[config.mk]
export PLATFORM = sky130hd
export DESIGN_NAME = fetch_unit_flat
export DESIGN_NICKNAME = d
export VERILOG_FILES = /design/src/rtl/fetch_unit_pkg.sv /design/src/rtl/fetch_unit_if.sv /design/src/rtl/fetch_unit_fifo.sv /design/src/rtl/fetch_unit.sv /design/src/flat_wrapper.sv
export SDC_FILE = /design/constraint.sdc
export NUM_CORES = 1
export LEC_CHECK = 0
export CAP_MARGIN = 10
export CORE_MARGIN = 5
export CORE_UTILIZATION = 35
export DETAILED_ROUTE_END_ITERATION = 16
export GPL_TIMING_DRIVEN = 1
export PLACE_DENSITY = 0.67
export SLEW_MARGIN = 20
export SYNTH_ARGS = -nofsm -noshare
export SYNTH_HDL_FRONTEND = slang
export SYNTH_SLANG_ARGS = --single-unit
[constraint.sdc]
create_clock -name CLK -period 9.7 [get_ports CLK]
set_input_delay 1.94 -clock CLK [delete_from_list [all_inputs] [get_ports CLK]]
set_output_delay 1.94 -clock CLK [all_outputs]
set_load 0.01 [all_outputs]
[src/rtl/fetch_unit_pkg.sv]
// Shared types and constants for the instruction fetch stage.
// Used by the fetch unit, its FIFO and the bus interface.
package fetch_unit_pkg;

    localparam int WORDSIZE      = 32;
    localparam int FETCH_ENTRY_W = 2 * WORDSIZE;

    typedef enum logic [1:0] {
        ST_BOOT = 2'd0,
        ST_RUN  = 2'd1,
        ST_HALT = 2'd2
    } fetch_state_e;

    typedef struct packed {
        logic [WORDSIZE-1:0] instr;
        logic [WORDSIZE-1:0] pc;
    } fetch_entry_t;

    // ROM is word addressed; the two byte-offset bits of the PC are dropped.
    function automatic logic [WORDSIZE-1:0] word_index(input logic [WORDSIZE-1:0] byte_pc);
        return byte_pc >> 2;
    endfunction

endpackage

[src/rtl/fetch_unit_if.sv]
// Bus bundle between the fetch unit and its surroundings (ROM, decode, control).
// The master modport is the fetch unit's view; slave is the environment's view.
interface fetch_unit_if;
    import fetch_unit_pkg::*;

    logic [WORDSIZE-1:0] rom_addr;
    logic [WORDSIZE-1:0] rom_data;
    logic                if_valid;
    logic                if_ready;
    logic [WORDSIZE-1:0] if_instr;
    logic [WORDSIZE-1:0] if_pc;
    logic                redirect_valid;
    logic [WORDSIZE-1:0] redirect_pc;
    logic                halt;

    modport master (
        output rom_addr, if_valid, if_instr, if_pc,
        input  rom_data, if_ready, redirect_valid, redirect_pc, halt
    );

    modport slave (
        input  rom_addr, if_valid, if_instr, if_pc,
        output rom_data, if_ready, redirect_valid, redirect_pc, halt
    );

endinterface

[src/rtl/fetch_unit_fifo.sv]
// Small circular FIFO holding fetched {instr, pc} entries ahead of decode.
// Flush beats push; push while full is accepted only together with a pop.
module fetch_fifo #(
    parameter int DEPTH = 2,
    parameter int W     = 64
) (
    input  logic                       CLK,
    input  logic                       reset,
    input  logic                       flush,
    input  logic                       push,
    input  logic [W-1:0]               push_data,
    input  logic                       pop,
    output logic                       head_valid,
    output logic [W-1:0]               head_data,
    output logic [$clog2(DEPTH+1)-1:0] count
);
    localparam int PW = (DEPTH > 1) ? $clog2(DEPTH) : 1;
    localparam int CW = $clog2(DEPTH + 1);

    logic [W-1:0]  mem_q [DEPTH];
    logic [PW-1:0] rd_q;
    logic [PW-1:0] wr_q;
    logic [CW-1:0] count_q;
    logic          do_pop;
    logic          do_push;

    function automatic logic [PW-1:0] next_ptr(input logic [PW-1:0] p);
        return (p == PW'(DEPTH - 1)) ? '0 : p + PW'(1);
    endfunction

    assign do_pop  = pop && (count_q != '0);
    assign do_push = push && ((count_q != CW'(DEPTH)) || do_pop);

    always_ff @(posedge CLK) begin
        if (reset || flush) begin
            rd_q    <= '0;
            wr_q    <= '0;
            count_q <= '0;
        end else begin
            if (do_push) begin
                wr_q <= next_ptr(wr_q);
            end
            if (do_pop) begin
                rd_q <= next_ptr(rd_q);
            end
            count_q <= count_q + CW'(do_push) - CW'(do_pop);
        end
    end

    always_ff @(posedge CLK) begin
        if (!reset && !flush && do_push) begin
            mem_q[wr_q] <= push_data;
        end
    end

    // An empty FIFO presents zeros so decode never sees a stale word.
    assign head_valid = (count_q != '0);
    assign head_data  = head_valid ? mem_q[rd_q] : '0;
    assign count      = count_q;

endmodule

[src/rtl/fetch_unit.sv]
// Instruction fetch stage: owns the PC, issues ROM reads and turns the registered
// ROM data into a PC-tagged valid/ready stream, with redirect, halt and credit-based flow control.
module fetch_unit
    import fetch_unit_pkg::*;
#(
    parameter logic [WORDSIZE-1:0] RESET_PC = 32'h0000_0000,
    parameter int                  DEPTH    = 2
) (
    input  logic          CLK,
    input  logic          reset,
    fetch_unit_if.master  bus
);
    localparam int CW = $clog2(DEPTH + 1);

    fetch_state_e        state_q, state_d;
    logic [WORDSIZE-1:0] pc_q, pc_d;
    logic                inflight_q, inflight_d;
    logic [WORDSIZE-1:0] inflight_pc_q, inflight_pc_d;

    logic                pop;
    logic                push;
    logic                issue;
    logic [CW:0]         pending;
    logic [CW-1:0]       fifo_count;
    logic                head_valid;
    fetch_entry_t        head_entry;
    fetch_entry_t        push_entry;

    assign pop  = head_valid && bus.if_ready;
    assign push = inflight_q && !bus.redirect_valid;

    // Entries that will occupy the FIFO once the current cycle retires; issuing only
    // below DEPTH guarantees the returning word always has a slot.
    assign pending = (CW+1)'(fifo_count) + (CW+1)'(inflight_q) - (CW+1)'(pop);
    assign issue   = (state_q != ST_HALT) && !bus.halt && !bus.redirect_valid
                     && (pending < (CW+1)'(DEPTH));

    assign push_entry.instr = bus.rom_data;
    assign push_entry.pc    = inflight_pc_q;

    fetch_fifo #(
        .DEPTH (DEPTH),
        .W     (FETCH_ENTRY_W)
    ) u_fifo (
        .CLK        (CLK),
        .reset      (reset),
        .flush      (bus.redirect_valid),
        .push       (push),
        .push_data  (push_entry),
        .pop        (pop),
        .head_valid (head_valid),
        .head_data  (head_entry),
        .count      (fifo_count)
    );

    always_ff @(posedge CLK) begin
        if (reset) begin
            state_q       <= ST_BOOT;
            pc_q          <= RESET_PC;
            inflight_q    <= 1'b0;
            inflight_pc_q <= '0;
        end else begin
            state_q       <= state_d;
            pc_q          <= pc_d;
            inflight_q    <= inflight_d;
            inflight_pc_q <= inflight_pc_d;
        end
    end

    always_comb begin
        state_d       = state_q;
        pc_d          = pc_q;
        inflight_d    = issue;
        inflight_pc_d = inflight_pc_q;

        case (state_q)
            ST_BOOT: state_d = ST_RUN;
            ST_RUN:  if (bus.halt && !bus.redirect_valid) state_d = ST_HALT;
            ST_HALT: if (!bus.halt) state_d = ST_RUN;
            default: state_d = ST_BOOT;
        endcase

        if (bus.redirect_valid) begin
            pc_d = bus.redirect_pc & ~32'h3;
        end else if (issue) begin
            pc_d          = pc_q + 32'd4;
            inflight_pc_d = pc_q;
        end
    end

    assign bus.rom_addr = word_index(pc_q);
    assign bus.if_valid = head_valid;
    assign bus.if_instr = head_entry.instr;
    assign bus.if_pc    = head_entry.pc;

endmodule
[src/flat_wrapper.sv]
// flat-port wrapper written by rule: the top's interface ports become plain ports
module fetch_unit_flat import fetch_unit_pkg::*;
#(
    parameter logic [WORDSIZE-1:0] RESET_PC = 32'h0000_0000,
    parameter int                  DEPTH    = 2
)
  (CLK, reset, bus_rom_addr, bus_if_valid, bus_if_instr, bus_if_pc, bus_rom_data, bus_if_ready, bus_redirect_valid, bus_redirect_pc, bus_halt);
  fetch_unit_if bus_i ();
  input  logic CLK;
  input  logic reset;
  output wire logic [$bits(bus_i.rom_addr)-1:0] bus_rom_addr;
  output wire logic [$bits(bus_i.if_valid)-1:0] bus_if_valid;
  output wire logic [$bits(bus_i.if_instr)-1:0] bus_if_instr;
  output wire logic [$bits(bus_i.if_pc)-1:0] bus_if_pc;
  input wire logic [$bits(bus_i.rom_data)-1:0] bus_rom_data;
  input wire logic [$bits(bus_i.if_ready)-1:0] bus_if_ready;
  input wire logic [$bits(bus_i.redirect_valid)-1:0] bus_redirect_valid;
  input wire logic [$bits(bus_i.redirect_pc)-1:0] bus_redirect_pc;
  input wire logic [$bits(bus_i.halt)-1:0] bus_halt;
  assign bus_rom_addr = bus_i.rom_addr;
  assign bus_if_valid = bus_i.if_valid;
  assign bus_if_instr = bus_i.if_instr;
  assign bus_if_pc = bus_i.if_pc;
  assign bus_i.rom_data = bus_rom_data;
  assign bus_i.if_ready = bus_if_ready;
  assign bus_i.redirect_valid = bus_redirect_valid;
  assign bus_i.redirect_pc = bus_redirect_pc;
  assign bus_i.halt = bus_halt;
  fetch_unit #(.RESET_PC(RESET_PC), .DEPTH(DEPTH)) u_core (.CLK(CLK), .reset(reset), .bus(bus_i));
endmodule
* Word-level counts from Yosys, hierarchy flattened
Memory sizes are Yosys's and may differ from the RTL's. A register that Yosys moved wholly into a read port is not among the register bits.
Index checks and enable logic that the tools add are counted.
Widths: inputs -> output; s select.
** Cells by class
- Add/subtract/negate cells :: 7
- $lt $le $gt $ge :: 1
- Reduce and logical (&&, ||, !) cells :: 21
- Eq/ne operators :: 6
- Bitwise logic cells :: 1
- Multiplexer cells :: 12
** Operators with widths (number)
- $mux 32 :: 2
- $mux 64 :: 1
- $add 32x3->32 const B :: 1
- $logic_and 1x1->1 :: 10
- $mux 1 :: 6
- $ne 2x2->1 const B :: 3
- $pmux 2 s3 :: 1
- $mux 2 :: 2
- $reduce_and 2->1 :: 2
- $reduce_bool 2->1 :: 2
- $add 2x1->3 :: 1
- $logic_not 1->1 :: 3
- $lt 3x2->1 const B :: 1
- $sub 3x1->3 :: 1
- $add 1x1->1 const B :: 2
- $add 2x1->2 :: 1
- $eq 2x1->1 const B :: 1
- $eq 2x2->1 const B :: 1
- $logic_not 2->1 :: 1
- $logic_or 1x1->1 :: 2
- $ne 2x1->1 const B :: 1
- $reduce_or 2->1 :: 1
- $sub 2x1->2 :: 1
- $not 1->1 :: 1
** Storage, ports and cells
- Output and inout bits :: 97
- Memories :: 1
- Register bits :: 71
- Logic and storage cells :: 57
- Input bits :: 69
- RAM bits :: 128
** Memories
- u_core.u_fifo.mem_q :: depth 2, width 64, read ports 1, clocked after Yosys merged registers in 1, wr ports 1, line fetch_unit_fifo.sv:20 : logic [W-1:0] mem_q [DEPTH];

* Longest topological paths before layout
Gate-level depths: netlist (run 1).
- Depth in word-level cells :: 8
- Depth in mapped cells :: 13
- Depth with buffers taken out :: 11

* By module
From an unflattened synthesis (run 1), not the netlist that was laid out.
** Unflattened totals
- Cells, all modules :: 705
- Area, all modules :: 8358.0 µm²
** Modules (own cells, without submodules)
- fetch_fifo :: area an instance 5147.4 µm², sequential area each 3943.8 µm², cells an instance 297, times used 1
- fetch_unit :: area an instance 3210.6 µm², sequential area each 1261.2 µm², cells an instance 408, times used 1

* Worst setup path before layout (run 1)
No wires, ideal clock.
- Path kind :: input port to flip-flop
- From :: input bus_redirect_valid
- To :: memory u_core.u_fifo.mem_q[1][10], enable pin
- Library setup time :: 0.571 ns
- Required time :: 9.129 ns
- Cell stages on the path :: 4
- Data arrival time :: 7.088 ns
- Slack :: 2.041 ns
- Cells stage by stage :: clkbuf_1 -> clkinv_1 -> o311ai_0 -> nor3b_1
** Between the ends
- Word-level cells in the longest chain between the ends :: 6
- Elaborated cells on any way between the ends :: 7
- Those cells by class :: mux: 2; reduce/logical: 5
** Ends and longest elaborated chain
- start: declaration :: line flat_wrapper.sv:17 : input wire logic [$bits(bus_i.redirect_valid)-1:0] bus_redirect_valid;
- $logic_not 1->1 (*) :: line fetch_unit_fifo.sv:51, fetch_unit.sv:30
- $logic_and 1x1->1 :: line fetch_unit.sv:30 : assign push = inflight_q && !bus.redirect_valid;
- $logic_and 1x1->1 :: line fetch_unit_fifo.sv:32 : assign do_push = push && ((count_q != CW'(DEPTH)) || do_pop);
- $logic_and 1x1->1 (*) :: line fetch_unit_fifo.sv:51 : if (!reset && !flush && do_push) begin
- $mux 1 (*) :: line fetch_unit_fifo.sv:51
- $mux 1 (not written as such) (*) :: line fetch_unit_fifo.sv:52 : mem_q[wr_q] <= push_data;
- end: declaration :: line fetch_unit_fifo.sv:20
Mark *: on every way between the ends. The rest lies on a longest branch, timed or not.

* Worst setup path in the final report (run 1)
- From :: input bus_redirect_valid
- To :: memory u_core.u_fifo.mem_q[1][47], enable pin
Same word-level chain as after synthesis.

==> out/summary.txt, run 1 <==
final WL -> 17730 um
finished layout cell area -> 10300 um^2
Crit path buffers/inverters -> 4
IO Count -> 166
status -> completed
Setup crit end kind -> flop
total power -> 1.716 mW
CP Max Fanout -> 55
ANT cells -> 0
layout cell share with drive strength beyond 1 -> 6.897%
initial antenna violation count -> 0
Worst Hold Class -> reg2reg
crit share post-route -> 50.52%
Final Slew Violations -> 0
Final Wtd Congestion -> 0.7932
FP Rows -> 54
HPWL Detailed -> 11690 um
Main synth FF type -> edfxtp_1
Mapped Avg Cell Area -> 12.01 um^2
grt total ovfl -> 0
RSZ-0062 raised after global routing -> no
area leader, netlist -> edfxtp_1
via count -> 5252
PostCTS Resize Cnt -> 0
Hold Crit Start -> u_core.inflight_pc_q[18]$_SDFFE_PP0P_
Max VDD drop -> 0.1270 mV
slowest CP cell -> clkdlybuf4s50_1
crit path launch -> bus_redirect_valid
Synth top area share -> 47.57%
post-route ant nets -> 0
first-pass GRT wire length -> 28480 um
delay-heaviest family, CP -> buffers and inverters
# port buffers -> 159
Worst Setup Start Kind -> input port
sequential area share after synthesis -> 64.96%
final setup violation count -> 0
Worst Path Required -> 9.77 ns
Synth Instances -> 652
CTS tree -> done
htree depth -> 4
Nets -> 873
largest net degree at the start of global routing -> 71
LEAKAGE -> 3.339 nW
P&R area growth vs syn -> 31.54%
Clock Path Buffers -> 2
most frequent CP cell -> buf_4
Crit path largest cell delay -> 0.84 ns
max cap viols -> 0
via/cell ratio -> 4.810
postcts setup bufs -> 0
DR pass1 iterations -> 4
Async SR Flop Fraction -> 0%
Initial Utilization -> 35.76%
die width -> 159.5 um
WL per Instance -> 16.23 um
CP arrival -> 4.97 ns
EDFF count, synth -> 124
Post-DP Area -> 9666 um^2
vias in the first global route -> 5282
Total GRT Usage -> 13.86%
largest cells by area after synthesis -> edfxtp_1, dfxtp_1, mux2i_1
Clock transition at path regs -> 0.07 ns
Root Driver -> clkbuf_16
Worst R2R Start -> u_core.u_fifo.count[1]$_SDFF_PP0_
full die area -> 25450 um^2
pwr dens -> 166.6 nW/um^2
Yosys Warn Count -> 0
cts hold-fix bufs -> 0
die height -> 159.5 um
setup TNS -> 0 ns
crit path kind -> in2reg
TritonCTS Buffers -> 17
Setup Skew -> 0.009721 ns
CP Cell Sequence -> clkdlybuf4s50_1 > clkinv_1 > buf_4 > o311ai_0 > nor3b_2 > buf_4
Mapped Area -> 7828 um^2
fmax -> 0.2040 GHz
Tightest Pin Transition -> 1.084 ns
clk sinks -> 192
Fin. Hold Viols -> 0
#FFs+latches synth -> 192
Clk Latency, worst-skew pair -> 0.42 ns
relative slew slack -> 26.84%
DRT iter0 DRCs -> 317
number of remaining DRC errors -> 0
fin crit period -> 4.901 ns
library cells used by synthesis -> 49
Core ar. -> 21890 um^2
-- synth_stat cells, types with 4 or more instances --
master,count
a211oi_1,14
a21oi_1,38
a311oi_1,7
and2_1,5
and3_1,6
buf_2,5
buf_4,5
clkbuf_1,29
dfxtp_1,68
edfxtp_1,124
ha_1,4
inv_1,7
mux2i_1,62
nand2_1,76
nand3_1,9
nand4_1,14
nor2_1,92
nor3_1,5
nor3b_1,4
nor4_1,8
o22ai_1,4
or3_1,4
xnor2_1,9
xor2_1,18
-- cell usage in the layout (no fill, tap or decap), types with 6 or more instances in the layout --
| master | count |
|---|---|
| mux2i_1 | 62 |
| edfxtp_1 | 124 |
| dfxtp_1 | 67 |
| a21oi_1 | 38 |
| inv_1 | 7 |
| nand4_1 | 14 |
| nor4_1 | 8 |
| nand2_1 | 75 |
| xnor2_1 | 9 |
| and3_1 | 6 |
| buf_4 | 8 |
| clkbuf_16 | 18 |
| clkdlybuf4s50_1 | 158 |
| nand3_1 | 9 |
| a211oi_1 | 14 |
| xor2_1 | 18 |
| a311oi_1 | 7 |
| nor2_1 | 90 |
-- registers in the layout, summed over array words and instances, names as in the netlist, named ones only --
| signal | count |
|---|---|
| u_core.state_q | 2 |
| u_core.u_fifo.count | 2 |
| u_core.inflight_q | 1 |
| u_core.inflight_pc_q | 30 |
| u_core.u_fifo.wr_q | 1 |
| u_core.pc_q | 30 |
| u_core.u_fifo.mem_q | 124 |
| u_core.u_fifo.rd_q | 1 |
-- metrics by stage --
stage	instances	hold WS (ns)	setup slack, ns	util, %
finish	1092	0.4488	4.799	47.03
global route	1092	0.4670	4.543	47.03
CTS	1091	0.4516	4.773	46.90
detailed placement	1059	0.4352	4.315	44.15
global placement	1059	0.4315	4.336	44.15
floorplan	655	0.4254	2.041	-
-- routing by layer --
metal	track usage (%)	part of all wire, %
met5	0	0
met4	4.188	1.6
met3	3.106	4.5
met2	21.95	46
met1	19.09	48
-- worst paths after layout --
check                                           to  slack, ns  depth (start not counted)
max           u_core.u_fifo.mem_q[1][47]$_DFFE_PP_       4.80                          6
min reg2reg   u_core.u_fifo.mem_q[1][18]$_DFFE_PP_       0.45                          0
max reg2reg  u_core.inflight_pc_q[16]$_SDFFE_PP0P_       5.58                         13
min           u_core.u_fifo.mem_q[1][18]$_DFFE_PP_       0.45                          0
-- power breakdown --
group | switching, mW | leakage [nW] | internal (mW)
registers | 0.0198 | 1.74 | 0.882
clock network | 0.331 | 0.298 | 0.367
logic | 0.0542 | 1.30 | 0.0609
total | 0.405 | 3.34 | 1.31
-- cells by family (layout without fill, tap and decap cells) --
group	Yosys count	count (layout)	share of synthesized area (%)
buffers and inverters	51	208	2.861
and+or+nand+nor	239	239	14.32
xor gates and xnor gates	27	27	3.021
other	1	4	0.04791
muxes	62	62	7.928
adders and majority gates	5	5	0.8952
DFF	192	192	64.96
AOI/OAI and AO/OA	75	75	5.962
-- layout make-up --
| type | count | area [um^2] |
|---|---|---|
| flip-flops and latches | 192 | 5089 |
| repair buffers | 168 | 1674 |
| clock inverters | 13 | 136.4 |
| multi-input cells | 412 | 2552 |
| inverters | 8 | 30.03 |
| well taps | 280 | 350.3 |
| fillers | 2035 | 11590 |
| clock buffers | 19 | 464.2 |
(Power assumes the default switching activity.)
==> run 2, diff against run 1 <==
==> constraint.sdc (replaced) <==
create_clock -name CLK -period 4.53 [get_ports CLK]
set_input_delay 0.906 -clock CLK [delete_from_list [all_inputs] [get_ports CLK]]
set_output_delay 0.906 -clock CLK [all_outputs]
set_load 0.01 [all_outputs]
==> out/summary.txt, run 2 (synthesis results as in run 1) <==
status -> completed
Tightest Pin Transition -> 1.015 ns (-0.06826 ns)
clk sinks -> 192 (unchanged)
LEAKAGE -> 3.336 nW (-0.11%)
TritonCTS Buffers -> 17 (unchanged)
RSZ-0062 raised after global routing -> no
Top Registers -> u_core.u_fifo.mem_q x124, u_core.inflight_pc_q x30, u_core.pc_q x30
postcts setup bufs -> 0 (unchanged)
setup ws final -> 0.9661 ns (-3.833 ns)
grt total ovfl -> 0 (unchanged)
fmax -> 0.2806 GHz
register area -> 5089 um^2 (unchanged)
Reg with most FFs -> u_core.u_fifo.mem_q
DR pass1 iterations -> 4 (unchanged)
DRT iter0 DRCs -> 330 (+4.1%)
Max VDD drop -> 0.2142 mV (+69%)
DRT met1 WL -> 8350 um (-2.6%)
Worst R2R Start -> u_core.u_fifo.count[1]$_SDFF_PP0_
Final Wtd Congestion -> 0.7934 (about the same)
number of remaining DRC errors -> 0 (unchanged)
IO Count -> 166 (unchanged)
crit share post-route -> 78.67%
ANT cells -> 0 (unchanged)
CP arrival -> 3.90 ns (-1.07 ns)
Clk Latency, worst-skew pair -> 0.42 ns (about the same)
cts hold-fix bufs -> 0 (unchanged)
final WL -> 17680 um (-0.27%)
Crit path buffers/inverters -> 1 (-3)
Detail Route met2 WL -> 8015 um (-0.90%)
commonest non-fill, non-tap cell in the layout -> clkdlybuf4s50_1
fin crit period -> 3.564 ns
final setup violation count -> 0 (unchanged)
layout cell share with drive strength beyond 1 -> 6.757% (-0.14 points)
most frequent cells in the layout -> clkdlybuf4s50_1, edfxtp_1, nor2_1
Hold Crit Start -> u_core.inflight_pc_q[12]$_SDFFE_PP0P_
Fin. Hold Viols -> 0 (unchanged)
HPWL Detailed -> 11960 um (+2.3%)
relative slew slack -> 31.68% (+4.8 points)
via count -> 5323 (+1.4%)
WL per Instance -> 16.16 um (-0.45%)
CP Max Fanout -> 10 (-82%)
Nets -> 875 (+0.23%)
Clock Path Buffers -> 2 (unchanged)
Root Driver -> clkbuf_16
Crit path largest cell delay -> 0.54 ns (-0.30 ns)
# port buffers -> 159 (unchanged)
P&R area growth vs syn -> 31.82%
htree depth -> 4 (unchanged)
Initial Utilization -> 35.76% (unchanged)
Final Slew Violations -> 0 (unchanged)
metal3 WL -> 1107 um (+40%)
PostCTS Resize Cnt -> 0 (unchanged)
crit path kind -> in2reg
first-pass GRT wire length -> 28270 um (-0.75%)
die width -> 159.5 um (unchanged)
Setup crit end kind -> flop
largest net degree at the start of global routing -> 65 (-8.5%)
setup TNS -> 0 ns (unchanged)
vias in the first global route -> 5167 (-2.2%)
crit path launch -> bus_if_ready
delay-heaviest family, CP -> simple AND/OR/NAND/NOR gates
Filler cells -> 1992 (-2.1%)
die height -> 159.5 um (unchanged)
Clock transition at path regs -> 0.07 ns (about the same)
via/cell ratio -> 4.866 (+1.2%)
Largest register FFs -> 124 (unchanged)
Worst Hold Class -> reg2reg
pwr dens -> 348.9 nW/um^2 (+110%)
post-route ant nets -> 0 (unchanged)
CTS tree -> done
Total GRT Usage -> 13.82% (-0.039 points)
Core ar. -> 21890 um^2 (unchanged)
Worst Setup Start Kind -> input port
slowest CP cell -> or4_1
initial antenna violation count -> 0 (unchanged)
full die area -> 25450 um^2 (unchanged)
FP Rows -> 54 (unchanged)
max cap viols -> 0 (unchanged)
CP Cell Sequence -> clkdlybuf4s50_1 > and2_1 > ha_1 > nand2b_1 > fa_1 > nand2b_2 > nor3_4 > nand3_4 > or4_1 > a311oi_1
top layer in use -> met4
Setup Skew -> 0.01160 ns (+0.001880 ns)
Worst Path Required -> 4.86 ns (-4.91 ns)
multi-input logic area -> 2562 um^2 (+0.39%)
Place WS -> 0.5232 ns (-3.791 ns)
-- run 2: cell types whose count changed in the layout (fill, tap and decap cells not counted), moves of 2 or more --
| cell | before | now |
|---|---|---|
| buf_12 | 0 | 4 |
| inv_6 | 5 | 3 |
| inv_8 | 4 | 2 |
| clkinv_4 | 1 | 3 |
| clkinvlp_4 | 0 | 2 |
| clkbuf_1 | 0 | 2 |
| clkinv_8 | 2 | 0 |
-- run 2: worst paths after layout --
kind                                           to  slack, ns  depth (start not counted)
min          u_core.u_fifo.mem_q[0][12]$_DFFE_PP_       0.45                          0
min reg2reg  u_core.u_fifo.mem_q[0][12]$_DFFE_PP_       0.45                          0
max                  u_core.pc_q[26]$_SDFFE_PP0P_       0.97                         10
max reg2reg          u_core.pc_q[26]$_SDFFE_PP0P_       1.27                         11
-- run 2: layout make-up --
type / instances / area share [%]
clock buffer: 21 / 4.571
clock inverter: 11 / 0.9337
inverter: 8 / 0.2910
multi-input combinational: 412 / 24.83
sequential: 192 / 49.32
tap: 280 / 3.395
timing repair buffer: 170 / 16.66
-- run 2: power breakdown --
group	switching (mW)	total (mW)	internal, mW
registers	0.0446	1.93	1.89
clock network	0.651	1.42	0.766
logic	0.114	0.248	0.134
total	0.810	3.60	2.79
-- run 2: worst reg2reg max path: cells and delay by family, from the launching register on --
family                     cells  cell delay (ns)
AOI/OAI and AO/OA              1             0.27
adders and majority gates      2             0.75
buffers and inverters          1             0.07
DFF                            1             0.39
and+or+nand+nor                7             1.70
-- run 2: metrics by stage --
step / area (um^2) / utilization (%) / power (mW) / hold WS [ns] / instances
final: 10320 / 47.14 / 3.600 / 0.4523 / 1094
after floorplan: 7849 / - / 2.074 / 0.4254 / 655
after global routing: 10320 / 47.14 / 3.755 / 0.4573 / 1094
after CTS: 10320 / 47.14 / 3.648 / 0.4536 / 1094
after global placement: 9751 / 44.54 / 2.218 / 0.4325 / 1062
after detailed placement: 9751 / 44.54 / 2.222 / 0.4366 / 1062
-- run 2: layer usage --
| metal | vias to the layer above | global-route usage (%) |
|---|---|---|
| met2 | 147 | 21.13 |
| met3 | 16 | 4.142 |
| met4 | 0 | 4.071 |
| met5 | - | 0 |
| met1 | 2520 | 19.05 |
| li1 | 2640 | - |
